## config.mk

```make
export PLATFORM = sky130hd
export DESIGN_NAME = stream_demux
export DESIGN_NICKNAME = d
export VERILOG_FILES = /design/src/rtl/stream_demux.sv
export SDC_FILE = /design/constraint.sdc
export NUM_CORES = 1
export LEC_CHECK = 0
export CELL_PAD_IN_SITES_DETAIL_PLACEMENT = 1
export CELL_PAD_IN_SITES_GLOBAL_PLACEMENT = 1
export CORE_ASPECT_RATIO = 1.5
export CORE_MARGIN = 2
export CORE_UTILIZATION = 35
export DETAILED_ROUTE_END_ITERATION = 6
export MAX_ROUTING_LAYER = met4
export PLACE_DENSITY = 0.81
export SLEW_MARGIN = 0
export SYNTH_ARGS = -nofsm -noshare
export SYNTH_HDL_FRONTEND = slang
export SYNTH_SLANG_ARGS = --single-unit
```

## constraint.sdc

```tcl
create_clock -name clk -period 1.74 [get_ports clk]
set_input_delay 0.261 -clock clk [delete_from_list [all_inputs] [get_ports clk]]
set_output_delay 0.261 -clock clk [all_outputs]
set_load 0.1 [all_outputs]
```

## src/rtl/stream_demux.sv

```systemverilog
// stream_demux: one-to-NCH valid/ready demultiplexer with a one-entry register per channel.
// Optional round-robin destination selection is enabled by defining STREAM_DEMUX_RR_EN.
module stream_demux #(
  parameter int unsigned WIDTH = 8,
  parameter int unsigned NCH   = 4,
  parameter int unsigned SELW  = $clog2(NCH)
) (
  input  logic                  clk,
  input  logic                  rst_n,
`ifdef STREAM_DEMUX_RR_EN
  input  logic                  rr_mode,
`endif
  input  logic                  s_valid,
  output logic                  s_ready,
  input  logic [WIDTH-1:0]      s_data,
  input  logic [SELW-1:0]       s_sel,
  output logic [NCH-1:0]        m_valid,
  input  logic [NCH-1:0]        m_ready,
  output logic [NCH*WIDTH-1:0]  m_data,
  output logic                  err,
  input  logic                  err_clr,
  output logic [NCH*16-1:0]     beat_cnt
);

  logic [SELW-1:0]  dest;
  logic             in_range;
  logic             dest_free;
  logic             accept;
  logic [NCH-1:0]   load;

  logic [NCH-1:0]   valid_q, valid_d;
  logic [WIDTH-1:0] data_q [NCH];
  logic [WIDTH-1:0] data_d [NCH];
  logic [15:0]      cnt_q  [NCH];
  logic [15:0]      cnt_d  [NCH];
  logic             err_q, err_d;

`ifdef STREAM_DEMUX_RR_EN
  logic [SELW-1:0]  ptr_q, ptr_d;

  assign dest = rr_mode ? ptr_q : s_sel;
`else
  assign dest = s_sel;
`endif

  // Out-of-range destinations always look free so the beat is consumed and dropped.
  always_comb begin
    in_range  = 1'b0;
    dest_free = 1'b1;
    for (int unsigned k = 0; k < NCH; k++) begin
      if (dest == SELW'(k)) begin
        in_range  = 1'b1;
        dest_free = ~valid_q[k] | m_ready[k];
      end
    end
  end

  assign s_ready = dest_free;
  assign accept  = s_valid & s_ready;

  always_comb begin
    load = '0;
    for (int unsigned k = 0; k < NCH; k++) begin
      load[k] = accept & in_range & (dest == SELW'(k));
    end
  end

  always_comb begin
    for (int unsigned k = 0; k < NCH; k++) begin
      valid_d[k] = load[k] | (valid_q[k] & ~m_ready[k]);
      data_d[k]  = load[k] ? s_data : data_q[k];
      cnt_d[k]   = (load[k] && cnt_q[k] != 16'hFFFF) ? cnt_q[k] + 16'd1 : cnt_q[k];
    end
  end

  // A dropped beat in the same cycle as err_clr keeps the flag set.
  assign err_d = (accept & ~in_range) | (err_q & ~err_clr);

`ifdef STREAM_DEMUX_RR_EN
  always_comb begin
    ptr_d = ptr_q;
    if (rr_mode && accept) begin
      ptr_d = (ptr_q == SELW'(NCH - 1)) ? '0 : ptr_q + SELW'(1);
    end
  end

  always_ff @(posedge clk or negedge rst_n) begin
    if (!rst_n) begin
      ptr_q <= '0;
    end else begin
      ptr_q <= ptr_d;
    end
  end
`endif

  always_ff @(posedge clk or negedge rst_n) begin
    if (!rst_n) begin
      valid_q <= '0;
      err_q   <= 1'b0;
      for (int unsigned k = 0; k < NCH; k++) begin
        data_q[k] <= '0;
        cnt_q[k]  <= '0;
      end
    end else begin
      valid_q <= valid_d;
      err_q   <= err_d;
      for (int unsigned k = 0; k < NCH; k++) begin
        data_q[k] <= data_d[k];
        cnt_q[k]  <= cnt_d[k];
      end
    end
  end

  always_comb begin
    m_data   = '0;
    beat_cnt = '0;
    for (int unsigned k = 0; k < NCH; k++) begin
      m_data[k*WIDTH +: WIDTH] = data_q[k];
      beat_cnt[k*16 +: 16]     = cnt_q[k];
    end
  end

  assign m_valid = valid_q;
  assign err     = err_q;

endmodule

```

Yosys cells after proc, flatten, opt, wreduce, memory -nomap -nowiden
Index checks and enable logic that the tools add are counted.
Widths: inputs -> output; s select.
{ "op_classes": {"add_sub_neg": 4, "n_mul": 0, "n_div": 0, "order_cmp": 0, "eq_ne": 7, "shift": 0, "mux": 8, "n_bitwise": 31, "n_reduce_logical": 5} }
{ "op_table": {"columns": ["op", "count"], "rows": [
  ["$add 16x1->16 const B", 4],
  ["$ne 16x16->1 const B", 4],
  ["$and 1x1->1", 12],
  ["$not 1->1", 10],
  ["$or 1x1->1", 9],
  ["$mux 1", 8],
  ["$eq 2x2->1 const B", 2],
  ["$logic_and 1x1->1", 4],
  ["$eq 2x1->1 const B", 1],
  ["$logic_not 2->1", 1]
]} }
{ "word_totals": {"ff_bits": 101, "latch_bits": 0, "ramBits": 0, "rom_bits": 0, "inputBits": 18, "out_inout_bits": 102, "word_cells": 65, "memories": 0} }

Depth between registers and ports, before layout
Gate-level depths: netlist (run 1).
{ "depth": {"ltp_word": 10, "depth_mapped": 6, "ltp_nobuf": 5} }

Worst setup path before layout (run 1)
OpenSTA, ideal clock, no wires.
{ "synth_path": {"path_type": "flip-flop to flip-flop", "start": "reg cnt_q (netlist bit beat_cnt[16])", "end": "reg cnt_q (netlist bit beat_cnt[25])", "setup_time_ps": 159, "arrival_time_ps": 2328, "required_time_ps": 1581, "path_slack_ps": -748, "stages_incl_launch_ff": 7, "path_buffers": 1, "synth_period_minus_slack_ps": 2488, "cell_sequence": "dfrtp_1 -> ha_1 -> nand4_2 -> or4_1 -> buf_2 -> nand4_1 -> xnor2_1"} }
{ "synth_via": {"elab_chain_len": 2, "word_cells_on_any_way": 3, "cone_classes": "add/sub (1); eq/ne (1); reduce/logical (1)"} }
{ "synth_rtl": {"columns": ["element", "line_no", "rtl"], "rows": [
  ["start, declared", "34", "logic [15:0] cnt_q [NCH];"],
  ["start signal, assigned by index", "109", "cnt_q[k] <= cnt_d[k];"],
  ["branches (longest 2 deep; another with $add 16x1->16)", null, null]
]} }
Several ways; the timed one is not identified.
A chain may end at the register's enable or synchronous reset.

Worst setup path in the final report (run 1)
{ "layout_path": {"start": "reg valid_q[2], in the netlist m_valid[2]", "end": "out s_ready"} }
{ "layout_via": {"elab_chain_len": 4} }
{ "layout_rtl": {"columns": ["element", "line_no", "rtl"], "rows": [
  ["start, declared", "31", "logic [NCH-1:0] valid_q, valid_d;"],
  ["start signal, assigned", "105", "valid_q <= valid_d;"],
  ["$not 1->1", "53", "dest_free = ~valid_q[k] | m_ready[k];"],
  ["$or 1x1->1", "53", null],
  ["$mux 1 (2 in a row)", "51", "if (dest == SELW'(k)) begin"],
  ["end, declared", "14", "output logic s_ready,"]
]} }
No other way between the ends.

==> results of run 1 <==
## power groups by stage
stage	Combinational (W)	Sequential, W	Clock [W]
finish	0.00594	0.00345	0.00207
floorplan	0.000660	0.00615	0
global route	0.00611	0.00350	0.00219
global placement	0.00565	0.00350	0
detailed placement	0.00578	0.00354	0
CTS	0.00584	0.00350	0.00211
## routing by layer
metal	GRT usage	vias up	share of wire
li1	-	1824	-
met1	0.261	2133	0.35
met2	0.436	110	0.58
met3	0.0413	36	0.037
met4	0.0952	0	0.034
met5	-	-	0
## area by class of cell
cell class	count	area, sq um	share of cell area
Clock buffer	11	233	0.0271
Clock inverter	5	61.3	0.00714
Inverter	5	18.8	0.00219
Multi-Input combinational cell	294	2490	0.291
Sequential cell	101	2760	0.322
Tap cell	159	199	0.0232
Timing Repair Buffer	192	2820	0.328
## through the flow
step	total power, W	TNS [ns]	hold slack, ns
detailed placement	0.00932	-19.59	0.269
global route	0.0118	-0.768	0.249
CTS	0.0115	-0.0892	0.429
global placement	0.00915	-10.60	0.271
floorplan	0.00681	-1.03	-0.0346
finish	0.0115	-0.240	0.259
## kinds of logic (layout without fill, tap and decap cells)
| family | Yosys count | count (layout) | synth area share |
|---|---|---|---|
| AOI/OAI and AO/OA | 4 | 4 | 0.00585 |
| adders and majority gates | 4 | 4 | 0.0106 |
| and+or+nand+nor | 206 | 206 | 0.271 |
| DFF | 101 | 101 | 0.538 |
| xor gates and xnor gates | 56 | 56 | 0.104 |
| muxes | 24 | 24 | 0.0596 |
| buffers and inverters | 12 | 213 | 0.0114 |
## critical path, stage by stage (launching register included)
cell and delay (ns):
dfrtp_4 0.43, nand2b_4 0.07, mux4_2 0.49, buf_12 0.19
## cells in the final DEF (no fill, tap or decap), types with 6 or more instances in the layout
| cell type | n |
|---|---|
| nor3_2 | 7 |
| dfrtp_2 | 9 |
| nand4_1 | 23 |
| clkdlybuf4s50_1 | 11 |
| xor2_1 | 36 |
| nor3_1 | 12 |
| mux2_2 | 16 |
| nor4_4 | 11 |
| nand3_1 | 15 |
| xnor2_1 | 19 |
| nor2_1 | 8 |
| nor4b_4 | 6 |
| buf_4 | 67 |
| dfrtp_4 | 59 |
| buf_12 | 105 |
| nand2_1 | 70 |
| clkbuf_16 | 9 |
| dfrtp_1 | 33 |
| nand3_2 | 8 |
## worst paths after layout
kind	start	end	slack [ns]	cells past startpoint
min	m_ready[2]	m_valid[2]	0.26	3
max	m_valid[2]	s_ready	-0.07	3
max in group asynchronous	rst_n	beat_cnt[10]	0.98	3
min in group asynchronous	rst_n	beat_cnt[36]	0.42	3
min reg2reg	beat_cnt[11]	beat_cnt[11]	0.52	1
max reg2reg	beat_cnt[44]	beat_cnt[40]	-0.07	5
## what timing repair did
action,in CTS,in global routing
resized for setup,10,17
endpoints found under the hold margin,101,0
pin swaps,8,9
hold buffers,1,0
cloned,0,0
endpoints found under the setup margin,9,31
setup buffers,7,12
## flip-flops by register name, summed over array words and instances, names as in the netlist
signal / cells
beat_cnt: 64
m_valid: 4
m_data: 32
err: 1
==> metrics.txt, run 1 <==
placed insts=about 730; CP Launch Type=flop; Combinational Power Share=0.519; average vias per placed instance=roughly 5.3; pin count of the biggest net entering global routing=59; fin worst setup slack=-0.0724 ns; Residual DRC=0; nets@finish=625; Seq cells post-synth=101; ranking of synthesized cells by area=dfrtp_1, xor2_1, nand2_1; Final Slew Violations=0; Yosys top cell by area=dfrtp_1; largest vdd supply drop=about 1400 uV; final worst path period need=approximately 1.8 ns; cell area after layout=0.00858 sq mm; CTS Buffer Depth=2; drt pass-1 iters=4; Initial Util=0.359; PortBufs=between 100 and 150; die width=about 99 um; final hold violations=0; max cap viols=0; GP Congestion=approximately 0.9; Warnings, synthesis=0; Avg Inst Size Synth=roughly 12 sq um; Die ar.=about 0.014 sq mm; cell area power density=~1300 mW/mm^2; number of antenna diodes=0; Synth top cells by count=dfrtp_1, nand2_1, xor2_1; Seq/Total Area, Yosys=0.538; CP Data Required Time=approximately 1.5 ns; Post-DP HPWL=around 12 mm; CTS Sinks=~100; leakage=between 3 and 4 nW; Psw=about 0.0053 W; Inserted Clock Buffers=9; crit path kind=flop to primary output; GRT Total Usage=0.242; Post-Synthesis Cell Area=0.00470 sq mm; row count=51; Worst Hold Class=input pin to flop; num ports=between 100 and 150; Fillers=roughly 1200; Reg power frac=0.301; Main synth FF type=dfrtp_1; Clock Latency Late Sink=0.36 ns; slew margin rel.=0.677; Vias=4103; Final Instance Count excl. Fillers=about 770; syn_nets=around 430; number of global-route vias before repair=roughly 4700; first-pass GRT wire length=approximately 26 mm; CTS tree=done; Worst Setup End Kind=primary output; internal power=about 0.0062 W; Netlist cell types=40; RSZ-0062 raised after global routing=yes; Arr. time, crit path=between 1.5 and 2 ns; DIE HEIGHT=146 um; area fraction of the dominant cell type after synthesis=0.538; Final setup viols=6; switching power share of the total=0.462; H-tree levels=3; run status=finished with violations; fin crit share=1.04; top-count cell post-synth=dfrtp_1; Area growth, synth to finish=82.6%; drt wl/cell=about 22 um; register clock-pin slew on the reported worst setup and hold paths=roughly 0.07 ns; grt total ovfl=0; WL final=17.3 mm; layout cell share with drive strength beyond 1=0.559; DRT antenna net count=0; Max Clk Rate=roughly 0.55 GHz; Post-synth ARST share=1.00; EDFF count, synth=0; Clock power frac=0.181; placed cell area=between 0.008 and 0.009 sq mm; pre-CTS setup slack=-0.518 ns; Iteration-0 DRC Markers=between 100 and 150; final core occ=0.656; Max FO, Critical Path=3; failing checks=setup timing; root buffer cell=clkbuf_16; core area=about 0.013 sq mm; skew final=0.0123 ns; Least-Margin Pin Slew=about 0.48 ns; Syn Inst Count=between 400 and 500; initial antenna violation count=0
Note: power is estimated with default switching activity, not from simulation.
==> run 2, diff against run 1 <==
--- a/config.mk
+++ b/config.mk
@@ -11,6 +11,7 @@
 export CORE_MARGIN = 2
 export CORE_UTILIZATION = 35
 export DETAILED_ROUTE_END_ITERATION = 6
+export GPL_TIMING_DRIVEN = 0
 export MAX_ROUTING_LAYER = met4
 export PLACE_DENSITY = 0.81
 export SLEW_MARGIN = 0
==> run 2 against run 1 <==
  * The flow still finishes with violations (setup timing)
  * Global-route usage down 3.8 points
  * Clock power shrank 2%
  * Core utilization shrank 9.9 points
  * Die area unchanged
  * Total power decreased by 13%
  * Sequential power is 1% lower
  * Via count is 7.6% lower
  * Sequential share of layout area increased by 5.7 points
  * Fmax hardly changed
  * Non-clock buffer count shrank 44
  * Largest cell class is now registers
  * Largest power group unchanged
==> metrics.txt, run 2 (synthesized netlist as in run 1, its figures left out) <==
run status=finished with violations; failing checks=setup timing; final worst path period need=~1.8 ns; average vias per placed instance=5.22; crit path kind=input pin to primary output; DIE HEIGHT=around 150 um; DR top layer=met4; layout cell share with drive strength beyond 1=0.514; first-pass GRT wire length=~23 mm; placed insts=roughly 690; CP Launch Type=input pin; Worst Setup End Kind=primary output; initial antenna violation count=3; Fin Hold WS=about 0.36 ns; root buffer cell=clkbuf_16; wire length on met1=around 5.4 mm; cell area after layout=around 0.0073 sq mm; leakage=2.97 nW; Routed met3 length=551 um; nets@finish=~580; Final Instance Count excl. Fillers=just over 700; cell area power density=approximately 1400 mW/mm^2; number of global-route vias before repair=approximately 4300; CP max stage cell=mux4_2; CP Data Required Time=1.48 ns; PortBufs=around 120; Max Clk Rate=0.552 GHz; max cap viols=0; Vias=approximately 3800; CTS tree=done; Clock Latency Late Sink=0.35 ns; drt pass-1 iters=4; total power=about 0.010 W; H-tree levels=3; die width=between 90 and 100 um; Die ar.=around 0.014 sq mm; skew final=about 0.014 ns; CTS Buffer Depth=2; num ports=120; GP Congestion=roughly 0.85; Worst Hold Class=input pin to flop; register clock-pin slew on the reported worst setup and hold paths=~0.07 ns; pre-CTS setup slack=-0.975 ns; fin worst setup slack=-0.0711 ns; GRT Total Usage=0.204; Area growth, synth to finish=54.9%; crit-path cells=clkdlybuf4s50_1 -> nand2b_4 -> mux4_2 -> buf_12; max reg flops=64; Least-Margin Pin Slew=approximately 0.6 ns; DRT antenna net count=0; area of the multi-input gates=between 0.002 and 0.0025 sq mm; largest vdd supply drop=998 uV; drt wl/cell=roughly 19 um; pin count of the biggest net entering global routing=73; core area=0.0131 sq mm; commonest non-fill, non-tap cell in the layout=clkdlybuf4s15_2; most frequent cells in the layout=clkdlybuf4s15_2, nand2_1, dfrtp_4, xor2_1, dfrtp_1; Final setup viols=1; grt total ovfl=0; RSZ-0062 raised after global routing=yes; Fillers=around 1300; row count=between 50 and 60; Final Slew Violations=0; placed cell area=roughly 0.0066 sq mm; final hold violations=0; WL final=approximately 14 mm; slew margin rel.=0.595; Max FO, Critical Path=3; Residual DRC=0; Post-DP HPWL=between 10 and 15 mm; Arr. time, crit path=around 1.6 ns; Inserted Clock Buffers=9; fin crit share=1.04; Largest stage delay, worst path=0.48 ns; CTS Sinks=101; Initial Util=0.359; Iteration-0 DRC Markers=about 80; met2 routed WL=approximately 7.7 mm; Reg area=about 0.0028 sq mm
run 2: metal layers:
layer	global-route usage	up-vias
li1	-	1739
met1	0.225	1934
met2	0.358	98
met3	0.0370	21
met4	0.0829	0
met5	-	-
run 2: power by group:
| part | leakage, nW | internal [W] | switching, W |
|---|---|---|---|
| logic | 1.64 | 0.00105 | 0.00353 |
| clock network | 0.147 | 0.00112 | 0.000900 |
| registers | 1.19 | 0.00288 | 0.000518 |
| total | 2.97 | 0.00504 | 0.00494 |
run 2: final timing paths:
path	slack, ns	end	depth (start not counted)	start
max	-0.07	s_ready	4	m_ready[1]
max in group asynchronous	0.57	m_valid[0]	3	rst_n
min	0.36	m_valid[1]	3	s_valid
min reg2reg	0.48	m_data[11]	2	m_data[11]
max reg2reg	0.04	beat_cnt[17]	6	beat_cnt[17]
min in group asynchronous	0.39	m_data[18]	2	rst_n
run 2: worst max-delay path: cells and delay by family:
kind	cells	cell delay (ns)
multiplexers	1	0.48
AND/OR/NAND/NOR	1	0.17
buffers and inverters	2	0.64
run 2: what timing repair did:
action	in CTS	in global routing
endpoints found under the hold margin	29	0
pin swaps	5	8
setup buffers	9	11
gates resized for setup	317	11
hold buffers	1	0
endpoints found under the setup margin	134	22
run 2: stage by stage:
stage | utilization | setup TNS (ns)
6_report | 0.557 | -0.0711
5_1_grt | 0.557 | -0.312
4_1_cts | 0.546 | -0.116
3_5_place_dp | 0.507 | -33.34
3_3_place_gp | 0.505 | -416.87
2_1_floorplan | - | -1.03
run 2: cell type report:
class	instances	area share
inverters	5	0.00258
diodes	3	0.00103
plain buffers	7	0.00721
multi-input cells	294	0.335
clock inverters	6	0.00859
flip-flops and latches	101	0.379
repair buffers	141	0.208
well taps	159	0.0273
clock buffers	10	0.0314
